===== src/rtl/ext_mem_arbiter.sv =====
// ext_mem_arbiter: round-robin arbiter sharing the external line memory between the I-cache and D-cache refill ports
module ext_mem_arbiter #(
  parameter int ADDR_W      = 32,
  parameter int LINE_W      = 256,
  parameter int TIMEOUT_CYC = 1023
) (
  input  logic              clk,
  input  logic              rst,
  input  logic              i_req,
  input  logic [ADDR_W-1:0] i_addr,
  output logic              i_ack,
  input  logic              d_req,
  input  logic              d_we,
  input  logic [ADDR_W-1:0] d_addr,
  input  logic [LINE_W-1:0] d_wdata,
  output logic              d_ack,
  output logic [LINE_W-1:0] rdata,
  output logic              mem_cs,
  output logic              mem_we,
  output logic [ADDR_W-1:0] mem_addr,
  output logic [LINE_W-1:0] mem_wdata,
  input  logic [LINE_W-1:0] mem_data_i,
  input  logic              mem_ack,
  output logic              err,
  output logic              owner
);
  localparam int CW = TIMEOUT_CYC > 0 ? $clog2(TIMEOUT_CYC + 1) : 1;
  typedef enum logic [1:0] {IDLE, BUSY, RESP} state_t;
  state_t state_q, state_d;
  logic [CW-1:0] cnt_q, cnt_d;
  logic i_ack_q, i_ack_d, d_ack_q, d_ack_d, mem_cs_q, mem_cs_d, mem_we_q, mem_we_d;
  logic err_q, err_d, owner_q, owner_d;
  logic [LINE_W-1:0] rdata_q, rdata_d, mem_wdata_q, mem_wdata_d;
  logic [ADDR_W-1:0] mem_addr_q, mem_addr_d, addr_sel;
  logic gnt, tout, done;
  assign i_ack     = i_ack_q;
  assign d_ack     = d_ack_q;
  assign rdata     = rdata_q;
  assign mem_cs    = mem_cs_q;
  assign mem_we    = mem_we_q;
  assign mem_addr  = mem_addr_q;
  assign mem_wdata = mem_wdata_q;
  assign err       = err_q;
  assign owner     = owner_q;
  // next-state: grant on a tie goes opposite the last owner; a mem_ack coinciding with the timeout wins
  always_comb begin
    gnt         = (i_req && d_req) ? ~owner_q : d_req;
    addr_sel    = gnt ? d_addr : i_addr;
    tout        = (TIMEOUT_CYC != 0) && (cnt_q == CW'(TIMEOUT_CYC - 1)) && !mem_ack;
    done        = (state_q == BUSY) && (mem_ack || tout);
    state_d     = state_q;
    cnt_d       = cnt_q;
    i_ack_d     = 1'b0;
    d_ack_d     = 1'b0;
    mem_cs_d    = mem_cs_q;
    mem_we_d    = mem_we_q;
    mem_addr_d  = mem_addr_q;
    mem_wdata_d = mem_wdata_q;
    rdata_d     = rdata_q;
    err_d       = err_q;
    owner_d     = owner_q;
    if (state_q == IDLE && (i_req || d_req)) begin
      state_d     = BUSY;
      owner_d     = gnt;
      cnt_d       = '0;
      mem_cs_d    = 1'b1;
      mem_we_d    = gnt & d_we;
      mem_addr_d  = {addr_sel[ADDR_W-1:5], 5'b0};
      mem_wdata_d = gnt ? d_wdata : '0;
    end else if (state_q == BUSY) begin
      cnt_d = cnt_q + 1'b1;
      if (done) begin
        state_d  = RESP;
        mem_cs_d = 1'b0;
        mem_we_d = 1'b0;
        i_ack_d  = ~owner_q;
        d_ack_d  = owner_q;
        err_d    = err_q | tout;
        rdata_d  = tout ? '0 : (mem_we_q ? rdata_q : mem_data_i);
      end
    end else if (state_q == RESP) begin
      state_d = IDLE;
    end
  end
  // state and registered outputs; reset aborts any transaction without an ack
  always_ff @(posedge clk or negedge rst) begin
    if (!rst) begin
      state_q     <= IDLE;
      cnt_q       <= '0;
      i_ack_q     <= 1'b0;
      d_ack_q     <= 1'b0;
      mem_cs_q    <= 1'b0;
      mem_we_q    <= 1'b0;
      mem_addr_q  <= '0;
      mem_wdata_q <= '0;
      rdata_q     <= '0;
      err_q       <= 1'b0;
      owner_q     <= 1'b1;
    end else begin
      state_q     <= state_d;
      cnt_q       <= cnt_d;
      i_ack_q     <= i_ack_d;
      d_ack_q     <= d_ack_d;
      mem_cs_q    <= mem_cs_d;
      mem_we_q    <= mem_we_d;
      mem_addr_q  <= mem_addr_d;
      mem_wdata_q <= mem_wdata_d;
      rdata_q     <= rdata_d;
      err_q       <= err_d;
      owner_q     <= owner_d;
    end
  end
endmodule


===== config.mk =====
export PLATFORM = sky130hd
export DESIGN_NAME = ext_mem_arbiter
export DESIGN_NICKNAME = d
export VERILOG_FILES = /design/src/rtl/ext_mem_arbiter.sv
export SDC_FILE = /design/constraint.sdc
export NUM_CORES = 1
export LEC_CHECK = 0
export ABC_AREA = 1
export ABC_CLOCK_PERIOD_IN_PS = 1700
export CAP_MARGIN = 5
export CELL_PAD_IN_SITES_DETAIL_PLACEMENT = 1
export CELL_PAD_IN_SITES_GLOBAL_PLACEMENT = 2
export CORE_AREA = 2 2 442 444
export DETAILED_ROUTE_END_ITERATION = 6
export DIE_AREA = 0 0 444 446
export GPL_TIMING_DRIVEN = 0
export PLACE_DENSITY = 0.51
export SYNTH_ARGS = -nofsm -noshare
export SYNTH_HDL_FRONTEND = slang
export SYNTH_SLANG_ARGS = --single-unit

===== constraint.sdc =====
create_clock -name clk -period 1.7 [get_ports clk]
set_input_delay 0.425 -clock clk [delete_from_list [all_inputs] [get_ports clk]]
set_output_delay 0.425 -clock clk [all_outputs]
set_load 0.005 [all_outputs]

; ---- After elaboration in Yosys (flattened, before gate mapping)
; Index checks and enable logic that the tools add are counted.
[word_totals]
reg_bits = 557
in_bits = 582
output_inout_bits = 550
elab_cells = 57
[classes]
addsub = 1
n_eq_ne = 5
mux = 21
n_bitwise = 4
n_reduce_logical = 15
[op_table]
columns = operator, n
row1 = $mux 256, 3
row2 = $mux 32, 1
row3 = $mux 10, 2
row4 = $mux 1, 11
row5 = $add 10x1->10 const B, 1
row6 = $eq 10x10->1 const B, 1
row7 = $mux 2, 4
row8 = $logic_and 1x1->1, 4
row9 = $reduce_and 2->1, 2
row10 = $reduce_and 4->1, 1
row11 = $reduce_bool 2->1, 2
row12 = $ne 3x3->1 const B, 1
row13 = $reduce_and 3->1, 1
row14 = $reduce_bool 3->1, 1
row15 = $eq 2x1->1 const B, 1
row16 = $eq 2x2->1 const B, 1
row17 = $logic_not 2->1, 1
row18 = $logic_or 1x1->1, 2
row19 = $ne 2x1->1 const B, 1
row20 = $not 1->1, 2
row21 = $and 1x1->1, 1
row22 = $logic_not 1->1, 1
row23 = $or 1x1->1, 1

; ---- Longest topological paths before layout
; Gate-level depths: netlist of run 1.
[logic_depth]
depth_word = 7
depth_mapped = 11
mapped_depth_nobuf = 9

; ---- Least setup slack after synthesis of run 1
; OpenSTA, ideal clock, no wires.
[synth_timing]
kind = register to register
startpoint = register cnt_q[0]
endpoint = register rdata_q[0] (netlist: rdata[0])
setup_ns = 0.117
arrival_time_ns = 1.399
t_required_ns = 1.583
slack_ns = 0.184
stages_incl_launch_ff = 12
n_path_buf = 2
period_less_slack_ns = 1.516
path_cell_list = dfrtp_1 -> inv_1 -> ha_1 -> nand3_1 -> nor2_1 -> nand2_1 -> nand2_1 -> nand3_1 -> buf_2 -> buf_2 -> nand2_1 -> nand2_1
[synth_between]
elab_chain_len = 5
elab_cells_between_ends = 7
cone_classes = eq/ne (2) / mux (1) / reduce/logical (4)
[synth_lines]
columns = item, line_no
row1 = "start, declared", 30  ; logic [CW-1:0] cnt_q, cnt_d;
row2 = "start signal, assigned", 101  ; cnt_q <= cnt_d;
row3 = $eq 10x10->1 (*), 49  ; tout = (TIMEOUT_CYC != 0) && (cnt_q == CW'(TIMEOUT_CYC - 1)) && !mem_ack;
row4 = $logic_and 1x1->1 (*), 49
row5 = $logic_or 1x1->1, 50  ; done = (state_q == BUSY) && (mem_ack || tout);
row6 = $logic_and 1x1->1, 50
row7 = $reduce_and 4->1 (no source line), n/a
row8 = "end signal, assigned", 108  ; rdata_q <= rdata_d;
row9 = "end, declared", 33  ; logic [LINE_W-1:0] rdata_q, rdata_d, mem_wdata_q, mem_wdata_d;
; Every way passes the cells marked *; elsewhere a longest branch is shown, timed or not.
; A chain may end at the register's enable or synchronous reset.

; ---- Worst setup path after layout of run 1
[layout_timing]
startpoint = register state_q[1]
endpoint = register mem_wdata_q[87] (netlist: mem_wdata[87])
[layout_between]
elab_chain_len = 2
[layout_lines]
columns = item, line_no
row1 = "start, declared", 29  ; state_t state_q, state_d;
row2 = "start signal, assigned", 100  ; state_q <= state_d;
row3 = $logic_not 2->1, 62  ; if (state_q == IDLE && (i_req || d_req)) begin
row4 = $logic_and 1x1->1, 62
row5 = "end signal, assigned", 107  ; mem_wdata_q <= mem_wdata_d;
row6 = "end, declared", 33
; No other way between the ends.

==> impl_metrics.ini, run 1 <==
[final_layout]
layout-drive-gt1-share_pct = 37.94
seqCellArea_um2 = 13970
finish.utilization_pct = 22.82
layoutNonFillerInstCount = 6659
multiInputGateArea_um2 = 8792
nNetsFinal = 4611
syn_to_final_growth_pct = 99.67
fillCellCount = 22450

[yosys]
synth_top_family_by_area = simple AND/OR/NAND/NOR gates
synth-simple-area-share_pct = 30.95
avgSynthCellArea_um2 = 8.910
synth_area_um2 = 22120
ys.warnings.count = 0
ys_seq_area_share_pct = 63.01
synth_compound_area_share_pct = 1.646
synth_mux_area_share_pct = 0
synth_cells = 2483
ys_ff_latch = 557
synthAdderAreaFrac_pct = 0.1131
synthDistinctLibCells = 23
synth-xor-area-share_pct = 0

[critical_path]
crit_cells = 8
crit_required_ns = 2.33
crit_family = buffers and inverters
ff2ff_path_depth = 8
reg2reg_slack_ns = -0.16
critPathArrivalTime_ns = 2.49
crit_top_cell = buf_12
crit_type = reg2reg
critPathSlowestCell = dfrtp_2
worst-path-buf-inv = 4
cp_cell_sequence = nor3_4, clkinv_4, nor2_4, buf_12, buf_16, buf_12, nand2_4, nand2_2
crit_fanout = 8
worst_setup_path_end_kind = flop
cpPeakStageDelay_ns = 0.43
crit_path_start_kind = flop

[floorplan]
die_w_um = 444
die_h_um = 446
fp-row-count = 162
core_area_um2 = 193600
die_area_um2 = 198000
pin_count = 1132
start_util_pct = 11.43

[timing]
max_freq_ghz = 0.5384
rsz0062_at_grt = yes
whs_ns = -0.2176
min_period_over_period_pct = 109.2
slew_violations = 0
timing.final.ws_setup_ns = -0.1572
fin_setup_tns_ns = -38.20
min_period_ns = 1.857
slew-limit-headroom_pct = 44.27
skew_ns = 0.02272
finalSetupViolCount = 522
worst_slew_pin_slew_ns = 0.8359
finalHoldViolations = 124

[global_routing]
grt_pass1_vias = 23970
gr-usage-all-layers_pct = 14.78
antenna_found_initial = 41
grt_remaining_overflow = 0
grt_pass1_wl_um = 203300
grt_max_degree = 101

[cts]
path_clk_slew_ns = 0.06
cts_sinks = 557
cts_hold_buf = 5
htreeDepth = 3
clockBufferDepth = 3
numCtsBuffers = 82
root_buffer = clkbuf_16
cts_tree = yes
clkLatencyLatePin_ns = 0.71

[placement]
placed_cells = 6150
dp_hpwl_um = 118700
portBuffers = 1115
gp_congestion = 0.8189

[route]
vias_per_cell = 3.596
drcViolationCount = 0
wire_per_inst_um = 23.51
drtIter0Drc = 1198
postRouteAntennaNets = 0
vias = 23950
postRouteWirelength_um = 156600
firstDrtPassIters = 5

[power_and_ir_drop]
p_leak_nw = 22.06
finalPower_mw = 74.04
vdd_drop_max_mv = 0.7746
power_density_nw_per_um2 = 1676

[run]
maxCapViolCount = 0

[run_status]
violations = hold timing, setup timing
outcome = complete, but fails checks

[min_path]
hold_class = in2async
routing by layer:
layer	global-route usage [%]	vias to the layer above	share of wire [%]
met1	16.60	11890	38
met4	6.035	16	3.4
li1	-	11120	-
met2	25.16	731	51
met5	0	-	0.061
met3	5.495	193	7.3
final timing paths:
check                                  from             end
worst min register to register   rdata[227]      rdata[227]
worst min-delay path                    rst        rdata[3]
max in group asynchronous               rst  mem_wdata[147]
min in group clk                d_wdata[72]   mem_wdata[72]
worst max register to register   state_q[1]   mem_wdata[87]
worst max-delay path             state_q[1]   mem_wdata[87]
cell families after synthesis:
| logic type | count (synthesis) |
|---|---|
| compound gates | 70 |
| flops | 557 |
| other cells | 1 |
| buf+inv | 207 |
| simple gates | 1646 |
| fa+ha+maj | 2 |
flip-flops by register name, indices dropped and copies added (netlist names), 2 cells and up:
register	cells
mem_addr	27
rdata	256
state_q	2
cnt_q	10
mem_wdata	256
Yosys cell counts:
cell          n  area (um^2)
nor3_2        1        10.01
nand2_1    1336         5015
o31ai_1       1        7.510
dfstp_2       1        26.28
nor2_1       42        157.7
nand3_1       8        40.04
inv_1        20        75.07
buf_4         9        67.56
nor2_4        1        11.26
o21a_1        1        7.510
buf_2        81        405.4
conb_1        1        3.750
o21bai_1      2        15.01
dfrtp_1     556        13910
buf_6         4        45.04
nand4_1     258         1614
o21ai_0      64        320.3
a21oi_1       1        5.000
ha_1          2        25.02
a2bb2oi_1     1        8.760
clkbuf_1     90        337.8
inv_2         1        3.750
buf_1         2        7.510
cell type report:
class	instances	share of cell area (%)
antenna	21	0.1190
buffer	183	3.983
clock buffer	126	5.546
clock inverter	27	0.8441
inverter	21	0.2068
multi-input combinational	1723	19.90
sequential	557	31.64
tap	2542	7.200
timing repair buffer	1459	30.56
stage by stage:
stage | setup slack, ns | hold slack [ns] | instance area (um^2)
finish | -0.1572 | -0.2176 | 44170
global route | -0.2568 | -0.2339 | 44160
CTS | -0.2035 | -0.2514 | 39890
global placement | -30.81 | 0.4491 | 36480
detailed placement | -1.684 | 0.3502 | 36650
floorplan | 0.1842 | 0.1294 | 22140
worst register-to-register path: cells and delay by family, from the launching register on:
family,cells,cell delay [ns]
buffers and inverters,4,0.77
flip-flops,1,0.43
AND/OR/NAND/NOR,4,0.59
where the power goes:
group	leakage, nW	switching, mW	total, mW	internal, mW
sequential	7.12	3.88	22.3	18.4
clock	1.37	7.30	18.3	11.0
combinational	13.6	17.1	33.4	16.3
placed cells by master (no fill, tap or decap), types with 19 or more instances in the layout:
master / n
nor2_1: 40
buf_2: 38
clkdlybuf4s50_1: 569
o21ai_1: 28
o21ai_0: 30
dfrtp_1: 528
dfrtp_2: 28
buf_4: 286
buf_6: 244
buf_16: 19
diode_2: 21
clkbuf_1: 53
nand2_4: 103
nand4_1: 258
buf_12: 49
clkbuf_8: 19
nand2_1: 997
buf_8: 22
clkbuf_16: 112
clkbuf_2: 338
nand2_2: 229
repair_timing:
action,4_1_cts,5_1_grt
setup endpoints to repair,1097,1085
hold endpoints to repair,76,141
pin swaps,5,42
gates cloned,9,28
gates resized for setup,1162,2024
setup buffers,30,266
No activity file was read; power rests on OpenSTA's default activity.
==> inputs of run 2 (changes only) <==
--- a/config.mk
+++ b/config.mk
@@ -5,7 +5,6 @@
 export SDC_FILE = /design/constraint.sdc
 export NUM_CORES = 1
 export LEC_CHECK = 0
-export ABC_AREA = 1
 export ABC_CLOCK_PERIOD_IN_PS = 1700
 export CAP_MARGIN = 5
 export CELL_PAD_IN_SITES_DETAIL_PLACEMENT = 1
@@ -14,7 +13,7 @@
 export DETAILED_ROUTE_END_ITERATION = 6
 export DIE_AREA = 0 0 444 446
 export GPL_TIMING_DRIVEN = 0
-export PLACE_DENSITY = 0.51
+export PLACE_DENSITY = 0.46
 export SYNTH_ARGS = -nofsm -noshare
 export SYNTH_HDL_FRONTEND = slang
 export SYNTH_SLANG_ARGS = --single-unit
==> run 2 against run 1 <==
Effect of this change:
- the flow still finishes with violations (hold timing, setup timing)
- combinational power down 26%
- sequential power about the same
- sequential share of layout area up 5.8 points
- routed wire length down 15%
- first-iteration DRC count down 35%
- via count down 27%
- non-clock buffer count down 359
- synthesized area down 9.0%
- worst hold slack worse by 0.23 ns
- cell count down 22%
- worst setup slack worse by 0.11 ns
- global-route usage down 1.8 points
==> impl_metrics.ini, run 2 <==
[yosys]
ys_seq_area_share_pct = 69.24
avgSynthCellArea_um2 = 14.92
ys.warnings.count = 0
ys_async_sr_fraction_pct = 100.0
synth_area_um2 = 20130
synthDistinctLibCells = 41
synth_top_cell_area_share_pct = 69.11
ys_ff_latch = 557
synth_cells = 1349
yosys.area.top_type = dfrtp_1
yosys-top-cells-count = dfrtp_1 (556), a22o_1 (512), buf_2 (58), nand2_1 (37), o21ai_0 (34)
synthFlopType = dfrtp_1
synth_area_leaders = dfrtp_1 (69%), a22o_1 (22%), buf_6 (1.5%)
synth_most_common_cell = dfrtp_1
synth_edf_count = 0

[placement]
gp_congestion = 0.8093
placed_cells = 5017
portBuffers = 1116
placed_cell_area_um2 = 34670
dp_hpwl_um = 106900

[power_and_ir_drop]
power_density_nw_per_um2 = 1697
combPwrFrac_pct = 38.8
vdd_drop_max_mv = 0.7691
seqPwrFrac_pct = 34.8
clkPwrFrac_pct = 26.4
p_sw_share_pct = 35.40
p_leak_nw = 17.48
switchingPower_mw = 22.47
power_report.internal_total_mw = 40.99

[route]
postRouteWirelength_um = 133200
vias_per_cell = 3.379
firstDrtPassIters = 5
drcViolationCount = 0
postRouteAntennaNets = 0
vias = 17560
wire_per_inst_um = 25.63
drtIter0Drc = 776

[critical_path]
crit_family = simple AND/OR/NAND/NOR gates
crit_path_start_kind = flop
crit_type = reg2reg
cpPeakStageDelay_ns = 0.44
worst-path-buf-inv = 3
worst_setup_path_end_kind = flop
critPathSlowestCell = dfrtp_2
crit_required_ns = 2.27
cp_cell_sequence = or3b_4, nor4_4, buf_4, nor2_4, buf_12, buf_6, a22o_1
critPathArrivalTime_ns = 2.54
crit_fanout = 10

[floorplan]
die_h_um = 446
die_w_um = 444
start_util_pct = 10.40
die_area_um2 = 198000
core_area_um2 = 193600
pin_count = 1132
fp-row-count = 162

[timing]
timing.final.ws_setup_ns = -0.2661
min_period_over_period_pct = 115.7
finalSetupViolCount = 1014
whs_ns = -0.4477
finalHoldViolations = 196
slew-limit-headroom_pct = 56.56
slew_violations = 0
min_period_ns = 1.966
skew_ns = 0.03354
max_freq_ghz = 0.5086
rsz0062_at_grt = yes
fin_setup_tns_ns = -99.15
worst_slew_pin_slew_ns = 0.6516

[final_layout]
fillCellCount = 21830
nNetsFinal = 3172
syn_to_final_growth_pct = 85.77
layoutNonFillerInstCount = 5196
seqCellArea_um2 = 13980
fin_area_um2 = 37400
multiInputGateArea_um2 = 5493
final_cell_mix = clkdlybuf4s50_1 (570), dfrtp_1 (522), a22o_1 (512), dlygate4sd2_1 (461), clkbuf_16 (83)
final_common_cell = clkdlybuf4s50_1
layout-drive-gt1-share_pct = 14.86
finish.utilization_pct = 19.32

[cts]
cts_sinks = 557
clockBufferDepth = 3
numCtsBuffers = 79
cts_tree = yes
htreeDepth = 3
clkLatencyLatePin_ns = 0.69
path_clk_slew_ns = 0.05
root_buffer = clkbuf_16

[global_routing]
grt_pass1_vias = 19110
grt_remaining_overflow = 0
grt_max_degree = 101
grt_pass1_wl_um = 176900
gr-usage-all-layers_pct = 13.01
antenna_found_initial = 24

[run]
maxCapViolCount = 0

[run_status]
violations = hold timing, setup timing
outcome = complete, but fails checks

[min_path]
hold_class = in2async
run 2: logic make-up (layout without fill, tap and decap cells):
kind of cell               after synthesis  after routing  share of synthesized area [%]
AOI/OAI and AO/OA                      562            562                          23.67
DFF                                    557            557                          69.24
buffers and inverters                  133           1424                          3.940
and+or+nand+nor                         63             63                          1.467
muxes                                   30             30                          1.492
adders and majority gates                2              2                         0.1243
other                                    1             15                        0.01863
xor gates and xnor gates                 1              1                        0.04351
run 2: cell type report:
type | instances | area share, %
flip-flops and latches | 557 | 37.39
clock buffers | 119 | 6.286
well taps | 2542 | 8.505
plain buffers | 129 | 3.142
repair buffers | 1154 | 29.32
multi-input cells | 663 | 14.69
diodes | 10 | 0.06691
clock inverters | 18 | 0.5654
inverters | 4 | 0.04015
run 2: worst paths after layout:
kind / startpoint / endpoint / slack (ns) / depth (start not counted)
hold / removal: rst / mem_wdata[79] / -0.45 / 1
min in group clk: d_wdata[124] / mem_wdata[124] / 0.33 / 2
setup / recovery: state_q[1] / rdata[101] / -0.27 / 7
hold reg to reg: err / err / 0.47 / 1
max in group asynchronous: rst / rdata[108] / 0.20 / 4
setup reg to reg: state_q[1] / rdata[101] / -0.27 / 7
run 2: what timing repair did:
item	4_1_cts	5_1_grt
buffers inserted	31	1
pin swaps	4	1
gates resized for setup	941	54
endpoints found under the hold margin	196	196
endpoints found under the setup margin	1099	1095
run 2: worst register-to-register path, cell delays in order, from the launching register on:
cell	delay, ns
dfrtp_2	0.44
or3b_4	0.39
nor4_4	0.26
buf_4	0.17
nor2_4	0.06
buf_12	0.15
buf_6	0.20
a22o_1	0.20
run 2: metrics by stage:
stage,power (mW),hold WS [ns],worst slack [ns]
floorplan,30.36,0.1294,0.02987
global placement,49.80,0.4557,-29.89
detailed placement,49.80,0.2259,-2.116
CTS,65.15,-0.5718,-0.2647
global route,67.41,-0.5359,-0.3291
finish,63.45,-0.4477,-0.2661
run 2: power by group through the flow:
| stage | clock, mW | sequential, mW | combinational [mW] |
|---|---|---|---|
| after floorplan | 0 | 21.8 | 8.55 |
| after global placement | 0 | 22.5 | 27.3 |
| after detailed placement | 0 | 22.3 | 27.5 |
| after CTS | 17.6 | 22.1 | 25.4 |
| after global routing | 18.0 | 22.8 | 26.6 |
| final | 16.8 | 22.1 | 24.6 |
run 2: metal layers:
metal	up-vias	wire length, um	GRT usage (%)
li1	7697	-	-
met1	9079	50360	14.35
met2	626	69320	23.41
met3	144	10330	4.649
met4	12	3113	3.559
met5	-	64	0
==> inputs of run 3 (changes only) <==
--- a/config.mk
+++ b/config.mk
@@ -10,6 +10,7 @@
 export CELL_PAD_IN_SITES_DETAIL_PLACEMENT = 1
 export CELL_PAD_IN_SITES_GLOBAL_PLACEMENT = 2
 export CORE_AREA = 2 2 442 444
+export CTS_CLUSTER_SIZE = 24
 export DETAILED_ROUTE_END_ITERATION = 6
 export DIE_AREA = 0 0 444 446
 export GPL_TIMING_DRIVEN = 0
==> run 3 against run 2 <==
Effect of this change:
- the flow still finishes with violations (hold timing, setup timing)
- cell count about the same
- worst hold slack worse by 0.012 ns
- critical path type unchanged
- register-to-register slack about the same
- clock power about the same
- sequential power about the same
- die area unchanged
- fmax up 0.33%
- combinational power about the same
- worst setup slack better by 0.0065 ns
- critical endpoint is now rdata[133]
- core utilization about the same
- largest cell class unchanged
==> impl_metrics.ini, run 3 (same netlist as run 2, synthesis figures left out) <==
[run_status]
outcome = complete, but fails checks
violations = hold timing, setup timing

[critical_path]
crit_path_start_kind = flop
crit_required_ns = 2.26
crit_type = reg2reg
crit_fanout = 10
worst_setup_path_end_kind = flop
critPathArrivalTime_ns = 2.52

[route]
vias_per_cell = 3.380
vias = 17560
drtIter0Drc = 776
postRouteWirelength_um = 133300
wire_per_inst_um = 25.66
postRouteAntennaNets = 0
drcViolationCount = 0
firstDrtPassIters = 5

[timing]
finalHoldViolations = 196
max_freq_ghz = 0.5103
min_period_ns = 1.960
worst_slew_pin_slew_ns = 0.6465
skew_ns = 0.03101
timing.final.ws_setup_ns = -0.2596
whs_ns = -0.4596
finalSetupViolCount = 1029
min_period_over_period_pct = 115.3
slew_violations = 0
slew-limit-headroom_pct = 56.90
rsz0062_at_grt = yes

[cts]
root_buffer = clkbuf_16
cts_sinks = 557
clkLatencyLatePin_ns = 0.70
htreeDepth = 3
cts_tree = yes
path_clk_slew_ns = 0.05
numCtsBuffers = 79
clockBufferDepth = 3

[power_and_ir_drop]
combPwrFrac_pct = 38.6
power_report.internal_total_mw = 41.06
p_leak_nw = 17.49
switchingPower_mw = 22.49
seqPwrFrac_pct = 34.8
clkPwrFrac_pct = 26.6
finalPower_mw = 63.55
vdd_drop_max_mv = 0.7696
p_sw_share_pct = 35.39
power_density_nw_per_um2 = 1701

[final_layout]
layoutNonFillerInstCount = 5195
nNetsFinal = 3172
final_common_cell = clkdlybuf4s50_1
final_cell_mix = clkdlybuf4s50_1 (570), dfrtp_1 (522), a22o_1 (512), dlygate4sd2_1 (462), clkbuf_16 (83)
syn_to_final_growth_pct = 85.60
layout-drive-gt1-share_pct = 14.71
finish.utilization_pct = 19.30

[placement]
pre_cts_ws_ns = -2.116
dp_hpwl_um = 106900
portBuffers = 1116
gp_congestion = 0.8093
placed_cells = 5017

[floorplan]
die_area_um2 = 198000
fp-row-count = 162
core_area_um2 = 193600
pin_count = 1132
start_util_pct = 10.40
die_h_um = 446
die_w_um = 444

[global_routing]
grt_pass1_vias = 19100
grt_pass1_wl_um = 177000
gr-usage-all-layers_pct = 13.03
antenna_found_initial = 24
grt_max_degree = 101
grt_remaining_overflow = 0

[min_path]
hold_class = in2async

[run]
maxCapViolCount = 0
==> run 3: cell types whose count changed in the layout (fill, tap and decap cells not counted), moves of 2 or more <==
cell	before	now
mux2i_4	3	0
clkdlybuf4s15_2	26	29
mux2i_1	27	29
clkbuf_1	27	29
buf_4	59	61
buf_6	49	43
==> run 3: worst paths after layout <==
check                                       to  slack, ns    startpoint  cells after the start
worst min-delay path             mem_wdata[79]      -0.46           rst                      1
worst min register to register             err       0.47           err                      1
max in group asynchronous           rdata[108]       0.22           rst                      4
worst max-delay path                rdata[133]      -0.26    state_q[1]                      7
min in group clk                mem_wdata[124]       0.32  d_wdata[124]                      2
worst max register to register      rdata[133]      -0.26    state_q[1]                      7
==> run 3: what timing repair did <==
action / CTS / global route
hold endpoints to repair: 196 / 196
gates cloned: 0 / 0
setup endpoints to repair: 1099 / 1095
pin swaps: 4 / 1
gates resized for setup: 938 / 23
buffers inserted: 31 / 1
==> run 3: power groups by stage <==
stage          clock network, mW  registers, mW  logic (mW)
4_1_cts                     17.7           22.1        25.4
3_3_place_gp                   0           22.5        27.3
5_1_grt                     18.1           22.8        26.6
3_5_place_dp                   0           22.3        27.5
2_1_floorplan                  0           21.8        8.55
6_report                    16.9           22.1        24.5
==> run 3: critical path, stage by stage, from the launching register on <==
cell and delay, ns:
dfrtp_2 0.44, or3b_4 0.39, nor4_4 0.26, buf_4 0.17, nor2_4 0.06, buf_12 0.15
buf_6 0.16, a22o_1 0.18
==> run 3: routing by layer <==
metal / GRT usage (%) / part of all wire, % / up-vias
met5: 0 / 0.047 / -
met1: 14.36 / 38 / 9095
met2: 23.40 / 52 / 614
li1: - / - / 7695
met3: 4.487 / 7.7 / 142
met4: 3.960 / 2.5 / 12
==> run 3: cell type report <==
type                            count  area (um^2)
Buffer                            129         1166
Sequential cell                   557        13980
Timing Repair Buffer             1154        10960
Tap cell                         2542         3181
Antenna cell                        9        22.52
Fill cell                       21830       156200
Inverter                            4        15.01
Clock buffer                      118         2337
Clock inverter                     19        239.0
Multi-Input combinational cell    663         5459
==> run 3: per-stage QoR <==
step	setup TNS, ns	cell area, um^2
3_3_place_gp	-	34500
3_5_place_dp	-897.76	34670
2_1_floorplan	0	20150
4_1_cts	-178.81	37270
6_report	-102.52	37360
5_1_grt	-211.45	37350
==> variant (flow settings as in run 3) <==
`mem_wdata_q` no longer has a reset.
--- a/src/rtl/ext_mem_arbiter.sv
+++ b/src/rtl/ext_mem_arbiter.sv
@@ -92,7 +92,6 @@
       mem_cs_q    <= 1'b0;
       mem_we_q    <= 1'b0;
       mem_addr_q  <= '0;
-      mem_wdata_q <= '0;
       rdata_q     <= '0;
       err_q       <= 1'b0;
       owner_q     <= 1'b1;
@@ -104,11 +103,14 @@
       mem_cs_q    <= mem_cs_d;
       mem_we_q    <= mem_we_d;
       mem_addr_q  <= mem_addr_d;
-      mem_wdata_q <= mem_wdata_d;
       rdata_q     <= rdata_d;
       err_q       <= err_d;
       owner_q     <= owner_d;
     end
   end
+
+  always_ff @(posedge clk) begin
+    mem_wdata_q <= mem_wdata_d;
+  end
 endmodule
 
Function: changed (a bounded check fails within 4 cycles, from zero or initial values and one cycle with rst low).
==> variant against run 3 <==
  * The run still ends with hold timing, setup timing left
  * Synthesized area grew 9.8%
  * Count of clock-buffer cells in the layout shrank 1
  * Final area grew 20%
  * Via count grew 20%
  * Sequential cell count is the same
  * First-iteration DRC count grew 32%
  * Critical path depth grew 3
  * Die area is the same
  * Non-clock buffer count grew 313
  * Routed wire length grew 23%
  * Power grew 17%
  * Setup slack lost 67 ps
==> variant: results (changes against run 3) <==
run status: finished, violations left (unchanged)
violations in the final reports: hold timing, setup timing (unchanged)
clock latency reported for the late side of the worst-skew pair: 730 ps (was 700 ps)
area after detailed placement: 36,800 sq um (was 34,700 sq um)
met2 capacity usage during global routing: 26.2% (was 23.4%)
vias per std cell: 3.50 (was 3.38)
overall global routing resource usage: 15.7% (was 13.0%)
depth of the most critical reg-to-reg path: 8 (was 7)
pin count of the biggest net entering global routing: 94 (was 101)
post-route clock skew: 50.3 ps (was 31.0 ps)
worst reg2reg startpoint: state_q[0] (was state_q[1])
post-synthesis mux area share: 1.22% (was 1.49%)
Routed met2 length: 79,600 um (was 69,200 um)
met3 routing resource usage after global routing: 3.45% (was 4.49%)
worst hold slack after final layout: -335 ps (was -460 ps)
number of synthesized flops with an enable pin: 256 (was 0)
average wire length per cell after detail routing: 27.2 um (was 25.7 um)
number of antenna violations at the first check in global routing: 53 (was 24)
CP startpoint: i_req (was state_q[1])
slowest library cell on the worst path: sky130_fd_sc_hd__clkdlybuf4s50_1 (was sky130_fd_sc_hd__dfrtp_2)
min cycle time layout: 2030 ps (was 1960 ps)
number of hold-slack violations in the final timing report: 72 (was 196)
global routing usage on met1: 20.5% (was 14.4%)
Relative slew margins: 52.6% (was 56.9%)
total power of the final layout: 74.6 mW (was 63.5 mW)
instance count of the mapped netlist: 1,860 (was 1,349)
async set or reset register ratio after synthesis: 54.0% (was 100%)
total of endpoints with negative setup slack in the final report: 589 (was 1,029)
DR WL met3: 8290 um (was 10,200 um)
Worst Setup Slack, final: -327 ps (was -260 ps)
Leak: 18.9 nW (was 17.5 nW)
wirelength, routed: 164,000 um (was 133,000 um)
Post-CTS Setup Repair Bufs: 83 (was 31)
share of total power in combinational logic: 44.8% (was 38.6%)
slack of the worst reg-to-reg path: -280 ps (was -260 ps)
ranking of synthesized cells by instance count: 549 x sky130_fd_sc_hd__nand2_1, 300 x sky130_fd_sc_hd__dfrtp_1, 256 x sky130_fd_sc_hd__and2_1, 256 x sky130_fd_sc_hd__edfxtp_1, 203 x sky130_fd_sc_hd__o21ai_0 (was 556 x sky130_fd_sc_hd__dfrtp_1, 512 x sky130_fd_sc_hd__a22o_1, 58 x sky130_fd_sc_hd__buf_2, 37 x sky130_fd_sc_hd__nand2_1, 34 x sky130_fd_sc_hd__o21ai_0)
first-pass GRT wire length: 209,000 um (was 177,000 um)
half-perimeter wire length after detailed placement: 123,000 um (was 107,000 um)
number of iterations in the first detailed-routing pass: 6 (was 5)
critical path fanouts, max: 6 (was 10)
Final GP Congestion: 0.855 (was 0.809)
compound-cell area share of the yosys netlist: 8.17% (was 23.7%)
Starting DRT DRC Count: 1,021 (was 776)
met1 wire length: 72,200 um (was 50,400 um)
number of global-route vias before repair: 21,400 (was 19,100)
Post-Synth Adder-Cell Area: 0.113% (was 0.124%)
[variant: changes by cell type in the layout (fill, tap and decap cells not counted), moves of 244 or more]
| cell | before | now |
|---|---|---|
| sky130_fd_sc_hd__nand2_1 | 37 | 445 |
| sky130_fd_sc_hd__clkbuf_2 | 10 | 367 |
| sky130_fd_sc_hd__edfxtp_1 | 0 | 256 |
| sky130_fd_sc_hd__a22o_1 | 512 | 0 |
| sky130_fd_sc_hd__dlygate4sd2_1 | 462 | 0 |
| sky130_fd_sc_hd__dfrtp_1 | 522 | 278 |
[variant: cell type report]
type                       count  area, sq um  share of cell area, %
tap                         2542         3180                   7.11
buffer                       114         1740                   3.90
sequential                   557        15200                   34.1
inverter                       3         15.0                 0.0336
clock buffer                 117         2290                   5.13
clock inverter                31          373                  0.834
antenna                        9         22.5                 0.0504
multi-input combinational   1174         7580                   16.9
timing repair buffer        1482        14300                   31.9
